--- config.mk ---
export PLATFORM = sky130hd
export DESIGN_NAME = cpu_sram_arbiter
export DESIGN_NICKNAME = d
export VERILOG_FILES = /design/src/rtl/cpu_sram_arbiter.sv
export SDC_FILE = /design/constraint.sdc
export NUM_CORES = 1
export LEC_CHECK = 0
export CORE_UTILIZATION = 43
export CTS_CLUSTER_SIZE = 14
export DETAILED_ROUTE_END_ITERATION = 6
export PLACE_DENSITY = 0.78
export SLEW_MARGIN = 40
export SYNTH_ARGS = -nofsm -noshare
export SYNTH_HDL_FRONTEND = slang
export SYNTH_SLANG_ARGS = --single-unit
export TNS_END_PERCENT = 20
--- constraint.sdc ---
create_clock -name clk -period 14.25 [get_ports clk]
set_clock_uncertainty 0.15 [all_clocks]
set_input_delay 2.85 -clock clk [delete_from_list [all_inputs] [get_ports clk]]
set_output_delay 2.85 -clock clk [all_outputs]
set_load 0.005 [all_outputs]
--- src/rtl/cpu_sram_arbiter.sv ---
// Arbitrates the core's fetch and data ports onto one SRAM-like bus, one transaction at a time.
// Holds returned data and per-port done flags until the pipeline advances.
module cpu_sram_arbiter #(
  parameter bit DATA_FIRST = 1'b1
) (
  input  logic        clk,
  input  logic        rst,
  input  logic        inst_req,
  input  logic [31:0] inst_addr,
  output logic [31:0] inst_rdata,
  output logic        inst_stall,
  input  logic        data_rd,
  input  logic        data_wr,
  input  logic [31:0] data_addr,
  input  logic [31:0] data_wdata,
  input  logic [3:0]  data_wstrb,
  output logic [31:0] data_rdata,
  output logic        data_stall,
  input  logic        pipe_stall,
  output logic        bus_req,
  output logic        bus_wr,
  output logic [3:0]  bus_wstrb,
  output logic [31:0] bus_addr,
  output logic [31:0] bus_wdata,
  input  logic        bus_addr_ok,
  input  logic        bus_data_ok,
  input  logic [31:0] bus_rdata,
  output logic [1:0]  dbg_state
);

  typedef enum logic [1:0] {IDLE = 2'd0, ADDR = 2'd1, WAIT = 2'd2} state_t;

  state_t      state_q, state_d;
  logic        owner_q, owner_d;
  logic        gap_q, gap_d;
  logic        inst_done_q, inst_done_d;
  logic        data_done_q, data_done_d;
  logic [31:0] inst_rdata_q, inst_rdata_d;
  logic [31:0] data_rdata_q, data_rdata_d;
  logic        lat_wr_q, lat_wr_d;
  logic [3:0]  lat_wstrb_q, lat_wstrb_d;
  logic [31:0] lat_addr_q, lat_addr_d;
  logic [31:0] lat_wdata_q, lat_wdata_d;

  logic        inst_pend, data_pend, issue, pick_data, owner_live;
  logic        sel_wr;
  logic [3:0]  sel_wstrb;
  logic [31:0] sel_addr, sel_wdata;

  // Valid/ready contract: bus_req is held with stable fields until bus_addr_ok;
  // bus_data_ok is only honoured while waiting for the accepted transaction.
  always_comb begin
    inst_pend  = inst_req & ~inst_done_q;
    data_pend  = (data_rd | data_wr) & ~data_done_q;
    pick_data  = data_pend & (~inst_pend | DATA_FIRST);
    issue      = (state_q == IDLE) & ~gap_q & (inst_pend | data_pend);
    sel_wr     = pick_data & data_wr;
    sel_addr   = pick_data ? data_addr : inst_addr;
    sel_wstrb  = sel_wr ? data_wstrb : 4'b0000;
    sel_wdata  = pick_data ? data_wdata : 32'h0;
    owner_live = owner_q ? (data_rd | data_wr) : inst_req;

    inst_stall = inst_pend;
    data_stall = data_pend;
    bus_req    = ~rst & (issue | (state_q == ADDR));
    if (state_q == IDLE) begin
      bus_wr    = sel_wr;
      bus_wstrb = sel_wstrb;
      bus_addr  = sel_addr;
      bus_wdata = sel_wdata;
    end else begin
      bus_wr    = lat_wr_q;
      bus_wstrb = lat_wstrb_q;
      bus_addr  = lat_addr_q;
      bus_wdata = lat_wdata_q;
    end
    inst_rdata = inst_rdata_q;
    data_rdata = data_rdata_q;
    dbg_state  = state_q;
  end

  always_comb begin
    state_d      = state_q;
    owner_d      = owner_q;
    gap_d        = 1'b0;
    lat_wr_d     = lat_wr_q;
    lat_wstrb_d  = lat_wstrb_q;
    lat_addr_d   = lat_addr_q;
    lat_wdata_d  = lat_wdata_q;
    inst_rdata_d = inst_rdata_q;
    data_rdata_d = data_rdata_q;
    inst_done_d  = pipe_stall ? inst_done_q : 1'b0;
    data_done_d  = pipe_stall ? data_done_q : 1'b0;
    case (state_q)
      IDLE: begin
        if (issue) begin
          owner_d     = pick_data;
          lat_wr_d    = sel_wr;
          lat_wstrb_d = sel_wstrb;
          lat_addr_d  = sel_addr;
          lat_wdata_d = sel_wdata;
          state_d     = bus_addr_ok ? WAIT : ADDR;
        end
      end
      ADDR: begin
        if (bus_addr_ok) state_d = WAIT;
      end
      WAIT: begin
        if (bus_data_ok) begin
          state_d = IDLE;
          // One quiet IDLE cycle lets the pipeline consume the result first.
          gap_d   = 1'b1;
          if (!owner_q) inst_rdata_d = bus_rdata;
          else if (!lat_wr_q) data_rdata_d = bus_rdata;
          if (owner_live && !owner_q) inst_done_d = 1'b1;
          if (owner_live && owner_q) data_done_d = 1'b1;
        end
      end
      default: state_d = IDLE;
    endcase
  end

  always_ff @(posedge clk or posedge rst) begin
    if (rst) begin
      state_q      <= IDLE;
      owner_q      <= 1'b0;
      gap_q        <= 1'b0;
      inst_done_q  <= 1'b0;
      data_done_q  <= 1'b0;
      inst_rdata_q <= 32'h0;
      data_rdata_q <= 32'h0;
      lat_wr_q     <= 1'b0;
      lat_wstrb_q  <= 4'b0000;
      lat_addr_q   <= 32'h0;
      lat_wdata_q  <= 32'h0;
    end else begin
      state_q      <= state_d;
      owner_q      <= owner_d;
      gap_q        <= gap_d;
      inst_done_q  <= inst_done_d;
      data_done_q  <= data_done_d;
      inst_rdata_q <= inst_rdata_d;
      data_rdata_q <= data_rdata_d;
      lat_wr_q     <= lat_wr_d;
      lat_wstrb_q  <= lat_wstrb_d;
      lat_addr_q   <= lat_addr_d;
      lat_wdata_q  <= lat_wdata_d;
    end
  end

endmodule

Word-level counts from Yosys, hierarchy flattened
Cells that the tools add are included.

word-level totals
  register bits = 139
  input bits = 140
  output and inout bits = 138

cells by class
  mux-type cells = 23
  bitwise logic cells = 15
  reductions and logical operators = 8
  eq/ne operators = 5

operator list
  kind                                                                    count
  32-bit two-way mux                                                      4
  1-bit two-way mux                                                       12
  2-bit two-way mux                                                       4
  4-bit two-way mux                                                       2
  1-bit AND                                                               6
  2-bit inequality test (second input constant)                           3
  1-bit inverter                                                          6
  2-bit case mux with 3 select lines                                      1
  3-bit AND reduction                                                     2
  4-bit AND reduction                                                     1
  1-bit bitwise OR                                                        3
  2-bit by 1-bit equality test with 1-bit output (second input constant)  1
  2-bit equality test (second input constant)                             1
  1-bit logical AND                                                       2
  2-bit zero test                                                         1
  2-bit AND reduction                                                     1
  1-bit zero test                                                         1

Logic depth before layout (Yosys ltp)
Gate-level depths: netlist of the first run.

  depth after elaboration = 6
  gate-level depth with buffers = 6

Worst setup path before layout of the first run
No wires, ideal clock.

  kind = input to output
  start = input port data_rd
  end = output port bus_addr[1]
  cell stages on the path = 4
  buffers on the path = 1
  arrival = 3.930 ns
  data required time = 11.250 ns
  slack = 7.320 ns
  path through = o21bai_4 > buf_2 > mux2_2 > mux2_2

on the way
  longest elaborated chain between the ends = 4

RTL lines
  item                line  RTL
  from (decl)         12    input logic data_rd,
  1-bit bitwise OR    54    data_pend = (data_rd | data_wr) & ~data_done_q;
  1-bit AND           54
  32-bit two-way mux  58    sel_addr = pick_data ? data_addr : inst_addr;
  32-bit two-way mux  66    if (state_q == IDLE) begin
  to (decl)           23    output logic [31:0] bus_addr,

Every way passes these cells.

Final worst setup path of the first run
  start = input port data_wr
  end = output port bus_addr[3]

on the way
  longest elaborated chain between the ends = 4

RTL lines
  item                line  RTL
  from (decl)         13    input logic data_wr,
  1-bit bitwise OR    54
  1-bit AND           54
  32-bit two-way mux  58
  32-bit two-way mux  66

Every way passes these cells.

==> results.txt, run 1 <==
----------------------------------------------------
[Final layout]
  Fillers ... 1033
  Layout area overhead ... 53.6%
  Number of antenna repair diodes ... 0
  Share of final-layout standard cells stronger than drive strength 1 ... 25.1%
  Final net count ... 928
  Final Instance Area ... 9980 µm²

[Power and ir drop]
  Worst IR Drop VDD ... roughly 120 µV
  Total power consumption of the routed design ... 2.27 mW
  Power Density ... approximately 230 nW/µm²
  Total leakage power ... 4.27 nW

[Global route]
  GR Util All Layers ... 23.5%
  Maximum number of pins on one net before global-route repair ... around 70
  Antenna violations before repair ... 0
  Vias in the first global route ... 5591
  Wire length of the first global-routing pass ... 28700 µm
  Congestion Overflow GR ... 0

[Place]
  DP Area ... 9400 µm²
  DP Wirelength ... 12500 µm
  Input/output buffers ... about 280
  Worst setup timing slack at the placement stage ... 6080 ps
  GP Congestion ... 0.826

[Setup path]
  Register-to-register setup slack ... 11750 ps
  Nature of the critical path startpoint ... input port
  Worst setup path category ... input port to output pin
  Data required time at the worst endpoint ... 11250 ps
  Worst reg2reg path endpoint ... lat_addr_q[3]
  Biggest fanout along the worst timing path ... 23
  Peak per-stage delay on the critical path ... roughly 500 ps
  RR Startpoint ... data_done_q
  Cell at the slowest stage of the critical path ... sky130_fd_sc_hd__clkdlybuf4s50_1
  Endpoint kind of the worst setup timing path ... output pin
  Data arrival at the endpoint of the critical path ... approximately 5200 ps
  Launch point of the worst path ... data_wr
  CP endpoint ... bus_addr[3]
  Cell Chain, Critical Path ... clkdlybuf4s50_1 -> o21bai_4 -> buf_8 -> mux2_2 -> mux2_2 -> clkdlybuf4s50_1
  Cell count of the worst reg-to-reg path ... 5

[Timing]
  Final-layout worst hold slack ... between 300 and 400 ps
  Slew Limit Fails ... 0
  Rel. slew slack ... approximately 48%
  Max Clock Freq ... 0.123 GHz
  Share of the cycle needed by the critical path after routing ... between 50% and 60%
  Slew at the pin closest to its max-slew limit ... 777 ps
  Setup slack of the critical path after layout ... around 6100 ps
  Number of hold-slack violations in the final timing report ... 0
  RSZ-0062 raised after global routing ... false
  Final Critical Period ... 8150 ps
  Setup Total Neg Slack ... 0 ps
  Final-report setup violation count ... 0

[Clocking]
  Clock tree buffer depth ... 2
  Cts-stage hold buffer count ... 0
  Number of H-tree levels ... 4
  Clock latency of the later-clocked register in the worst-skew pair ... 410 ps
  Clock buffer count from CTS ... 17
  Postcts setup bufs ... 0
  Clock sinks ... 139
  Cell at the root of the clock tree ... sky130_fd_sc_hd__clkbuf_16
  Clock tree from TritonCTS ... done
  Clock-pin slew on the worst setup and hold paths ... about 60 ps
  Post-CTS sizing ... 0

[Synthesis]
  Dominant cell by count in the synthesized netlist ... sky130_fd_sc_hd__mux2_2
  Async set-reset flop share out of synthesis ... 100%
  Mapped cell area ... 6490 µm²
  Synthesis warning total ... 0
  Ranking of synthesized cells by instance count ... 151 x sky130_fd_sc_hd__mux2_2, 139 x sky130_fd_sc_hd__dfrtp_1, 80 x sky130_fd_sc_hd__nand2_1
  Number of synthesized register bits ... about 140
  Fraction of the yosys area taken by sequential cells ... 53.6%
  Top area cells in the synthesized netlist ... sky130_fd_sc_hd__dfrtp_1 54%, sky130_fd_sc_hd__mux2_2 26%, sky130_fd_sc_hd__nand2_1 4.6%
  Number of flops mapped to enable cells by yosys ... 0
  Cell taking the most area after synthesis ... sky130_fd_sc_hd__dfrtp_1
  Number of nets produced by synthesis ... 658
  Instance count of the mapped netlist ... 518
  Unique cell type count in the Yosys netlist ... 30
  Most used flip-flop cell after synthesis ... sky130_fd_sc_hd__dfrtp_1
  Portion of synthesized cell area occupied by the leading cell type ... 53.6%
  Post-synthesis area per instance ... 12.5 µm²

[Outcome]
  Failing checks ... design-rule violations
  Result of the run ... complete, but fails checks

[Floorplan]
  Area of the core ... 14600 µm²
  Area enclosed by the die boundary ... 15600 µm²
  Y dimension of the die ... 125 µm
  FP Rows ... 44
  Die Width ... 125 µm
  Starting utilization of the core area ... 44.3%
  Top-level port count ... 278

[Route]
  Residual DRC ... 36
  Via density ... 5.19
  Avg WL per Cell ... 17.7 µm
  Post-route antenna net violation count ... 0
  TritonRoute pass-1 iters ... 7
  Total number of vias ... 5113
  Final wirelength ... around 17000 µm
  Iteration-0 DRC count of the detailed router ... 333

[Run]
  Number of max-capacitance violations reported ... 0

[Worst hold path]
  Worst hold-check path type ... register to register

----------------------------------------------------
-- routing by layer --
metal  share of wire, %  track usage [%]  routed length, µm
met5                  0                0                  0
met4                1.6             7.46                287
met3                 10             10.3               1830
met2                 49             40.4               8600
met1                 38             26.2               6680
-- cells by family after synthesis --
kind of cell | share of synthesized area [%]
DFF | 53.6
AOI/OAI and AO/OA | 6.09
buffers and inverters | 3.55
and+or+nand+nor | 8.65
muxes | 28.2
-- how the worst min path moves through the flow --
stage | depth (start not counted) | slack, ps | startpoint | endpoint
floorplan | 1 | 310 | lat_addr_q[0] | lat_addr_q[0]
global placement | 1 | 320 | lat_addr_q[4] | lat_addr_q[4]
detailed placement | 1 | 330 | lat_addr_q[4] | lat_addr_q[4]
CTS | 1 | 340 | lat_addr_q[4] | lat_addr_q[4]
global route | 1 | 360 | lat_wdata_q[21] | lat_wdata_q[21]
finish | 1 | 340 | lat_addr_q[0] | lat_addr_q[0]
-- final cells by class --
cell class	count	area [µm²]	area share, %
flip-flops and latches	139	3480	34.9
well taps	184	230	2.31
inverters	8	35.0	0.351
repair buffers	286	2860	28.7
clock inverters	14	131	1.32
clock buffers	18	439	4.40
multi-input cells	336	2800	28.1
-- cell usage in the layout, fill, tap and decap left out, types with 3 or more instances in the layout --
master / count
sky130_fd_sc_hd__inv_1: 6
sky130_fd_sc_hd__clkdlybuf4s50_1: 277
sky130_fd_sc_hd__a22o_1: 34
sky130_fd_sc_hd__mux2i_1: 6
sky130_fd_sc_hd__mux2_2: 151
sky130_fd_sc_hd__buf_4: 6
sky130_fd_sc_hd__nor2b_1: 3
sky130_fd_sc_hd__mux2_1: 6
sky130_fd_sc_hd__clkinv_2: 3
sky130_fd_sc_hd__clkbuf_16: 17
sky130_fd_sc_hd__o21ai_0: 6
sky130_fd_sc_hd__dfrtp_1: 139
sky130_fd_sc_hd__nand3_1: 32
sky130_fd_sc_hd__inv_6: 8
sky130_fd_sc_hd__nand2_1: 80
-- worst max-delay path: cells and delay by family --
family / cells / cell delay, ps
AOI/OAI and AO/OA: 1 / 420
buffers and inverters: 3 / 1210
muxes: 2 / 650
-- power breakdown --
| part | switching (mW) | leakage, nW | internal, mW |
|---|---|---|---|
| clock network | 0.174 | 0.283 | 0.248 |
| registers | 0.109 | 1.69 | 0.590 |
| logic | 0.442 | 2.30 | 0.707 |
-- state kept, by name (all words and copies together), names as in the netlist, 2 cells and up --
signal,cells
dbg_state,2
lat_wdata_q,32
lat_addr_q,32
data_rdata,32
lat_wstrb_q,4
inst_rdata,32
-- metrics by stage --
| step | cells | util (%) |
|---|---|---|
| after floorplan | 518 | - |
| after global placement | 951 | 64.0 |
| after detailed placement | 953 | 64.2 |
| after CTS | 985 | 68.1 |
| after global routing | 985 | 68.1 |
| final | 985 | 68.1 |
Power figures use the tool's default switching activity.
==> inputs of run 2 (changes only) <==
==> constraint.sdc (replaced) <==
create_clock -name clk -period 8.2 [get_ports clk]
set_clock_uncertainty 0.15 [all_clocks]
set_input_delay 1.64 -clock clk [delete_from_list [all_inputs] [get_ports clk]]
set_output_delay 1.64 -clock clk [all_outputs]
set_load 0.005 [all_outputs]
==> run 2 against run 1 <==
The flow still finishes with violations (design-rule violations). Sequential share of layout area is essentially flat. First-iteration DRC count shrank 11%. Wire length grew 1.2%. Largest cell class unchanged. Utilization is essentially flat. Largest power group unchanged. Highest routed layer unchanged. Design area is essentially flat. Flip-flop and latch count is the same.
==> results.txt, run 2 (synthesized netlist as in run 1, its figures left out) <==
----------------------------------------------------
[Global route]
  Vias in the first global route ... 5587 (was 5591)
  GR Util All Layers ... 23.6% (was 23.5%)
  Congestion Overflow GR ... 0 (unchanged)
  Maximum number of pins on one net before global-route repair ... 72 (unchanged)
  Antenna violations before repair ... 0 (unchanged)
  Wire length of the first global-routing pass ... 28700 µm (about the same)

[Timing]
  Rel. slew slack ... 47.6% (was 48.1%)
  Setup Total Neg Slack ... 0 ps (unchanged)
  RSZ-0062 raised after global routing ... false (unchanged)
  Number of hold-slack violations in the final timing report ... 0 (unchanged)
  Final-report setup violation count ... 0 (unchanged)
  Max Clock Freq ... 0.174 GHz
  Share of the cycle needed by the critical path after routing ... 70.2%
  Slew at the pin closest to its max-slew limit ... 784 ps (was 777 ps)
  Slew Limit Fails ... 0 (unchanged)
  Final Critical Period ... 5750 ps

[Worst hold path]
  Worst hold-check path type ... register to register (unchanged)
  Min-delay src ... lat_addr_q[29] (was lat_addr_q[0])

[Clocking]
  Number of H-tree levels ... 4 (unchanged)
  Clock tree buffer depth ... 2 (unchanged)
  Cts-stage hold buffer count ... 0 (unchanged)
  Clock tree from TritonCTS ... done (unchanged)
  Clock buffer count from CTS ... 17 (unchanged)
  Clock sinks ... 139 (unchanged)
  Postcts setup bufs ... 0 (unchanged)
  Clock-pin slew on the worst setup and hold paths ... 60 ps (about the same)
  Clock latency of the later-clocked register in the worst-skew pair ... 410 ps (about the same)
  Post-CTS sizing ... 0 (unchanged)
  Cell at the root of the clock tree ... sky130_fd_sc_hd__clkbuf_16 (unchanged)

[Setup path]
  RR Startpoint ... data_done_q (unchanged)
  Data arrival at the endpoint of the critical path ... 3960 ps (was 5150 ps)
  Endpoint kind of the worst setup timing path ... output pin (unchanged)
  Launch point of the worst path ... data_wr (unchanged)
  Top cell family by delay on the critical path ... buffers and inverters (unchanged)
  Nature of the critical path startpoint ... input port (unchanged)
  Biggest fanout along the worst timing path ... 23 (unchanged)
  Worst setup path category ... input port to output pin (unchanged)
  Data required time at the worst endpoint ... 6410 ps (was 11250 ps)
  Crit path buffers/inverters ... 3 (unchanged)
  Cell Chain, Critical Path ... clkdlybuf4s50_1 -> o21bai_4 -> buf_8 -> mux2_2 -> mux2_2 -> clkdlybuf4s50_1 (unchanged)
  Peak per-stage delay on the critical path ... 500 ps (was 490 ps)
  Cell at the slowest stage of the critical path ... sky130_fd_sc_hd__clkdlybuf4s50_1 (unchanged)

[Place]
  DP Wirelength ... 12500 µm (about the same)
  Input/output buffers ... 277 (unchanged)
  GP Congestion ... 0.826 (unchanged)
  DP Area ... 9400 µm² (unchanged)

[Outcome]
  Result of the run ... complete, but fails checks (unchanged)
  Failing checks ... design-rule violations (unchanged)

[Final layout]
  Layout area overhead ... 53.7% (was 53.6%)
  Share of final-layout standard cells stronger than drive strength 1 ... 25.1% (unchanged)
  Final Instance Area ... 9980 µm² (about the same)
  Multi-input gate area in the final layout ... 2800 µm² (unchanged)
  Leading cell types in the layout, fill and taps excluded ... 277 x sky130_fd_sc_hd__clkdlybuf4s50_1, 151 x sky130_fd_sc_hd__mux2_2, 139 x sky130_fd_sc_hd__dfrtp_1 (unchanged)
  Final core occ ... 68.2% (was 68.1%)
  Area of all sequential standard cells ... 3480 µm² (unchanged)
  Commonest non-fill, non-tap cell in the layout ... sky130_fd_sc_hd__clkdlybuf4s50_1 (unchanged)
  Final net count ... 928 (unchanged)
  Fillers ... 1032 (was 1033)
  Number of antenna repair diodes ... 0 (unchanged)

[Run]
  Number of max-capacitance violations reported ... 0 (unchanged)

[Floorplan]
  Top-level port count ... 278 (unchanged)
  Die Width ... 125 µm (unchanged)
  Y dimension of the die ... 125 µm (unchanged)
  Area of the core ... 14600 µm² (unchanged)
  Area enclosed by the die boundary ... 15600 µm² (unchanged)
  Starting utilization of the core area ... 44.3% (unchanged)
  FP Rows ... 44 (unchanged)

[Route]
  Via density ... 5.26 (was 5.19)
  Final wirelength ... 17600 µm (was 17400 µm)
  Avg WL per Cell ... 17.9 µm (was 17.7 µm)
  Post-route antenna net violation count ... 0 (unchanged)
  Iteration-0 DRC count of the detailed router ... 297 (was 333)
  Residual DRC ... 36 (unchanged)
  Total number of vias ... 5185 (was 5113)
  TritonRoute pass-1 iters ... 7 (unchanged)

[Power and ir drop]
  Power Density ... 396 nW/µm² (was 227 nW/µm²)
  Worst IR Drop VDD ... 236 µV (was 122 µV)
  Total power consumption of the routed design ... 3.95 mW (was 2.27 mW)
  Total leakage power ... 4.27 nW (about the same)

----------------------------------------------------
[run 2: path summary, 6_finish.rpt]
| check | to | cells past startpoint | slack (ps) |
|---|---|---|---|
| max | bus_addr[9] | 6 | 2450 |
| min | lat_addr_q[29] | 1 | 340 |
| max reg2reg | lat_addr_q[3] | 5 | 5710 |
| min reg2reg | lat_addr_q[29] | 1 | 340 |
| max in group asynchronous | lat_addr_q[11] | 4 | 5170 |
| min in group asynchronous | lat_wdata_q[15] | 2 | 1560 |
[run 2: routing by layer]
layer / track usage [%] / part of all wire (%) / vias to the layer above
li1: - / - / 2377
met4: 8.39 / 1.8 / 0
met5: 0 / 0 / -
met3: 10.1 / 10 / 25
met2: 40.3 / 50 / 227
met1: 26.2 / 38 / 2556
[run 2: power by group]
| group | internal (mW) | switching, mW | total, mW |
|---|---|---|---|
| Clock | 0.431 | 0.305 | 0.737 |
| Sequential | 1.03 | 0.191 | 1.22 |
| Combinational | 1.23 | 0.770 | 2.00 |
[run 2: area by class of cell]
| class | count | area share (%) |
|---|---|---|
| clock buffers | 18 | 4.40 |
| clock inverters | 14 | 1.38 |
| inverters | 8 | 0.351 |
| multi-input cells | 336 | 28.0 |
| flip-flops and latches | 139 | 34.8 |
| well taps | 184 | 2.31 |
| repair buffers | 286 | 28.7 |
[run 2: worst reg2reg max path, stage by stage (launching register included)]
cell	delay, ps
sky130_fd_sc_hd__dfrtp_1	380
sky130_fd_sc_hd__o21bai_4	260
sky130_fd_sc_hd__inv_2	380
sky130_fd_sc_hd__o21ai_4	270
sky130_fd_sc_hd__buf_6	510
sky130_fd_sc_hd__mux2_2	430
[run 2: through the flow]
step	setup WS [ps]	std cells	hold WS [ps]
after detailed placement	2440	953	328
after global placement	2180	951	321
after floorplan	2690	518	310
final	2450	985	341
after CTS	2430	985	343
after global routing	2310	985	356
==> inputs of run 3 (changes only) <==
--- a/config.mk
+++ b/config.mk
@@ -5,10 +5,10 @@
 export SDC_FILE = /design/constraint.sdc
 export NUM_CORES = 1
 export LEC_CHECK = 0
-export CORE_UTILIZATION = 43
+export CORE_UTILIZATION = 39
 export CTS_CLUSTER_SIZE = 14
 export DETAILED_ROUTE_END_ITERATION = 6
-export PLACE_DENSITY = 0.78
+export PLACE_DENSITY = 0.75
 export SLEW_MARGIN = 40
 export SYNTH_ARGS = -nofsm -noshare
 export SYNTH_HDL_FRONTEND = slang
==> constraint.sdc (replaced) <==
create_clock -name clk -period 5.1 [get_ports clk]
set_clock_uncertainty 0.15 [all_clocks]
set_input_delay 1.02 -clock clk [delete_from_list [all_inputs] [get_ports clk]]
set_output_delay 1.02 -clock clk [all_outputs]
set_load 0.005 [all_outputs]
==> run 3 against run 2 <==
The flow now finishes without violations. Critical path depth stayed put. Sequential share of layout area is 0.31 points lower. Clock power is 67% higher. Register-to-register slack worse by 3000 ps. Worst hold slack worse by 1.6 ps. Utilization is 5.4 points lower. Wire length is 3.9% higher. Highest routed layer unchanged.
==> results.txt, run 3 (synthesized netlist as in run 1, its figures left out) <==
----------------------------------------------------
[Floorplan]
  FP Rows ... 46 (was 44)
  Y dimension of the die ... 131 µm (was 125 µm)
  Area enclosed by the die boundary ... 17200 µm² (was 15600 µm²)
  Starting utilization of the core area ... 40.4% (was 44.3%)
  Area of the core ... 16100 µm² (was 14600 µm²)
  Top-level port count ... 278 (unchanged)
  Die Width ... 131 µm (was 125 µm)

[Setup path]
  Cell Chain, Critical Path ... clkdlybuf4s50_1 -> o21bai_4 -> buf_4 -> mux2_2 -> mux2_2 -> clkdlybuf4s50_1 (was clkdlybuf4s50_1 -> o21bai_4 -> buf_8 -> mux2_2 -> mux2_2 -> clkdlybuf4s50_1)
  Worst setup path category ... input port to output pin (unchanged)
  Peak per-stage delay on the critical path ... 600 ps (was 500 ps)
  Critical path depth ... 6 (unchanged)
  Crit path buffers/inverters ... 3 (unchanged)
  Worst reg2reg path endpoint ... lat_addr_q[1] (was lat_addr_q[3])
  RR Startpoint ... data_done_q (unchanged)
  Cell count of the worst reg-to-reg path ... 6 (was 5)
  Top cell family by delay on the critical path ... buffers and inverters (unchanged)
  Register-to-register setup slack ... 2690 ps (was 5710 ps)
  Nature of the critical path startpoint ... input port (unchanged)
  Data required time at the worst endpoint ... 3930 ps (was 6410 ps)
  Endpoint kind of the worst setup timing path ... output pin (unchanged)
  Data arrival at the endpoint of the critical path ... 3450 ps (was 3960 ps)
  Cell at the slowest stage of the critical path ... sky130_fd_sc_hd__o21bai_4 (was sky130_fd_sc_hd__clkdlybuf4s50_1)
  Biggest fanout along the worst timing path ... 22 (was 23)

[Route]
  Total number of vias ... 5195 (was 5185)
  Via density ... 5.08 (was 5.26)
  TritonRoute pass-1 iters ... 4 (was 7)
  Avg WL per Cell ... 17.9 µm (about the same)
  Residual DRC ... 0 (was 36)
  Post-route antenna net violation count ... 0 (unchanged)
  Final wirelength ... 18300 µm (was 17600 µm)
  Iteration-0 DRC count of the detailed router ... 275 (was 297)

[Clocking]
  Clock sinks ... 139 (unchanged)
  Postcts setup bufs ... 0 (unchanged)
  Number of H-tree levels ... 4 (unchanged)
  Cell at the root of the clock tree ... sky130_fd_sc_hd__clkbuf_16 (unchanged)
  Post-CTS sizing ... 0 (unchanged)
  Clock buffer count from CTS ... 17 (unchanged)
  Clock tree buffer depth ... 2 (unchanged)
  Cts-stage hold buffer count ... 0 (unchanged)
  Clock latency of the later-clocked register in the worst-skew pair ... 410 ps (about the same)
  Clock-pin slew on the worst setup and hold paths ... 60 ps (about the same)
  Clock tree from TritonCTS ... done (unchanged)

[Timing]
  Slew Limit Fails ... 0 (unchanged)
  Slew at the pin closest to its max-slew limit ... 709 ps (was 784 ps)
  Number of hold-slack violations in the final timing report ... 0 (unchanged)
  Final-report setup violation count ... 0 (unchanged)
  RSZ-0062 raised after global routing ... false (unchanged)
  Share of the cycle needed by the critical path after routing ... between 90% and 100%
  Final Critical Period ... 4620 ps
  Setup Total Neg Slack ... 0 ps (unchanged)
  Rel. slew slack ... 52.6% (was 47.6%)
  Max Clock Freq ... around 0.22 GHz

[Final layout]
  Layout area overhead ... 55.1% (was 53.7%)
  Share of final-layout standard cells stronger than drive strength 1 ... 25.5% (was 25.1%)
  Final net count ... 934 (was 928)
  Final core occ ... 62.7% (was 68.2%)
  Commonest non-fill, non-tap cell in the layout ... sky130_fd_sc_hd__clkdlybuf4s50_1 (unchanged)
  Number of antenna repair diodes ... 0 (unchanged)
  Leading cell types in the layout, fill and taps excluded ... 277 x sky130_fd_sc_hd__clkdlybuf4s50_1, 151 x sky130_fd_sc_hd__mux2_2, 139 x sky130_fd_sc_hd__dfrtp_1 (unchanged)
  Final Instance Area ... 10100 µm² (was 9980 µm²)

[Worst hold path]
  Terminating pin of the worst hold path ... lat_addr_q[2] (was lat_addr_q[29])
  Min-delay src ... lat_addr_q[2] (was lat_addr_q[29])
  Hold path cells ... 1 (unchanged)
  Worst hold-check path type ... register to register (unchanged)

[Outcome]
  Result of the run ... finished, final reports clean (was complete, but fails checks)

[Global route]
  Antenna violations before repair ... 0 (unchanged)
  Wire length of the first global-routing pass ... 28500 µm (was 28700 µm)
  Congestion Overflow GR ... 0 (unchanged)
  GR Util All Layers ... 21.9% (was 23.6%)
  Vias in the first global route ... 5604 (was 5587)
  Maximum number of pins on one net before global-route repair ... 89 (was 72)

[Power and ir drop]
  Total power consumption of the routed design ... 6.45 mW (was 3.95 mW)
  Worst IR Drop VDD ... 369 µV (was 236 µV)
  Total leakage power ... 4.29 nW (was 4.27 nW)
  Power Density ... 640 nW/µm² (was 396 nW/µm²)

[Place]
  DP Wirelength ... 13400 µm (was 12500 µm)
  Input/output buffers ... 277 (unchanged)
  GP Congestion ... 0.845 (was 0.826)
  DP Area ... 9480 µm² (was 9400 µm²)

[Run]
  Number of max-capacitance violations reported ... 0 (unchanged)

----------------------------------------------------
-- run 3: cell type report --
| cell class | instances | area, µm² |
|---|---|---|
| clock buffer | 18 | 429 |
| clock inverter | 14 | 161 |
| fill | 1233 | 5990 |
| inverter | 8 | 37.5 |
| multi-input combinational | 336 | 2800 |
| sequential | 139 | 3480 |
| tap | 216 | 270 |
| timing repair buffer | 292 | 2900 |
-- run 3: power by group --
| group | internal, mW | switching [mW] |
|---|---|---|
| clock network | 0.732 | 0.496 |
| registers | 1.65 | 0.318 |
| logic | 2.00 | 1.25 |
-- run 3: stage by stage --
stage	cells	worst slack, ps	hold slack, ps
CTS	1023	403	344
detailed placement	991	411	331
global placement	989	503	320
floorplan	518	205	310
global route	1023	338	357
finish	1023	482	339
-- run 3: worst max path at each step --
stage	startpoint	end
6_report	data_wr	bus_addr[30]
2_1_floorplan	rst	data_done_q
5_1_grt	data_wr	bus_addr[5]
4_1_cts	data_wr	bus_addr[30]
3_5_place_dp	data_wr	bus_addr[30]
3_3_place_gp	data_wr	bus_addr[3]
-- run 3: per-layer routing --
metal,vias to the layer above,global-route usage [%],share of wire (%)
met4,0,7.03,1.6
li1,2390,-,-
met1,2546,23.5,37
met3,24,10.2,11
met2,235,37.9,51
met5,-,0,0
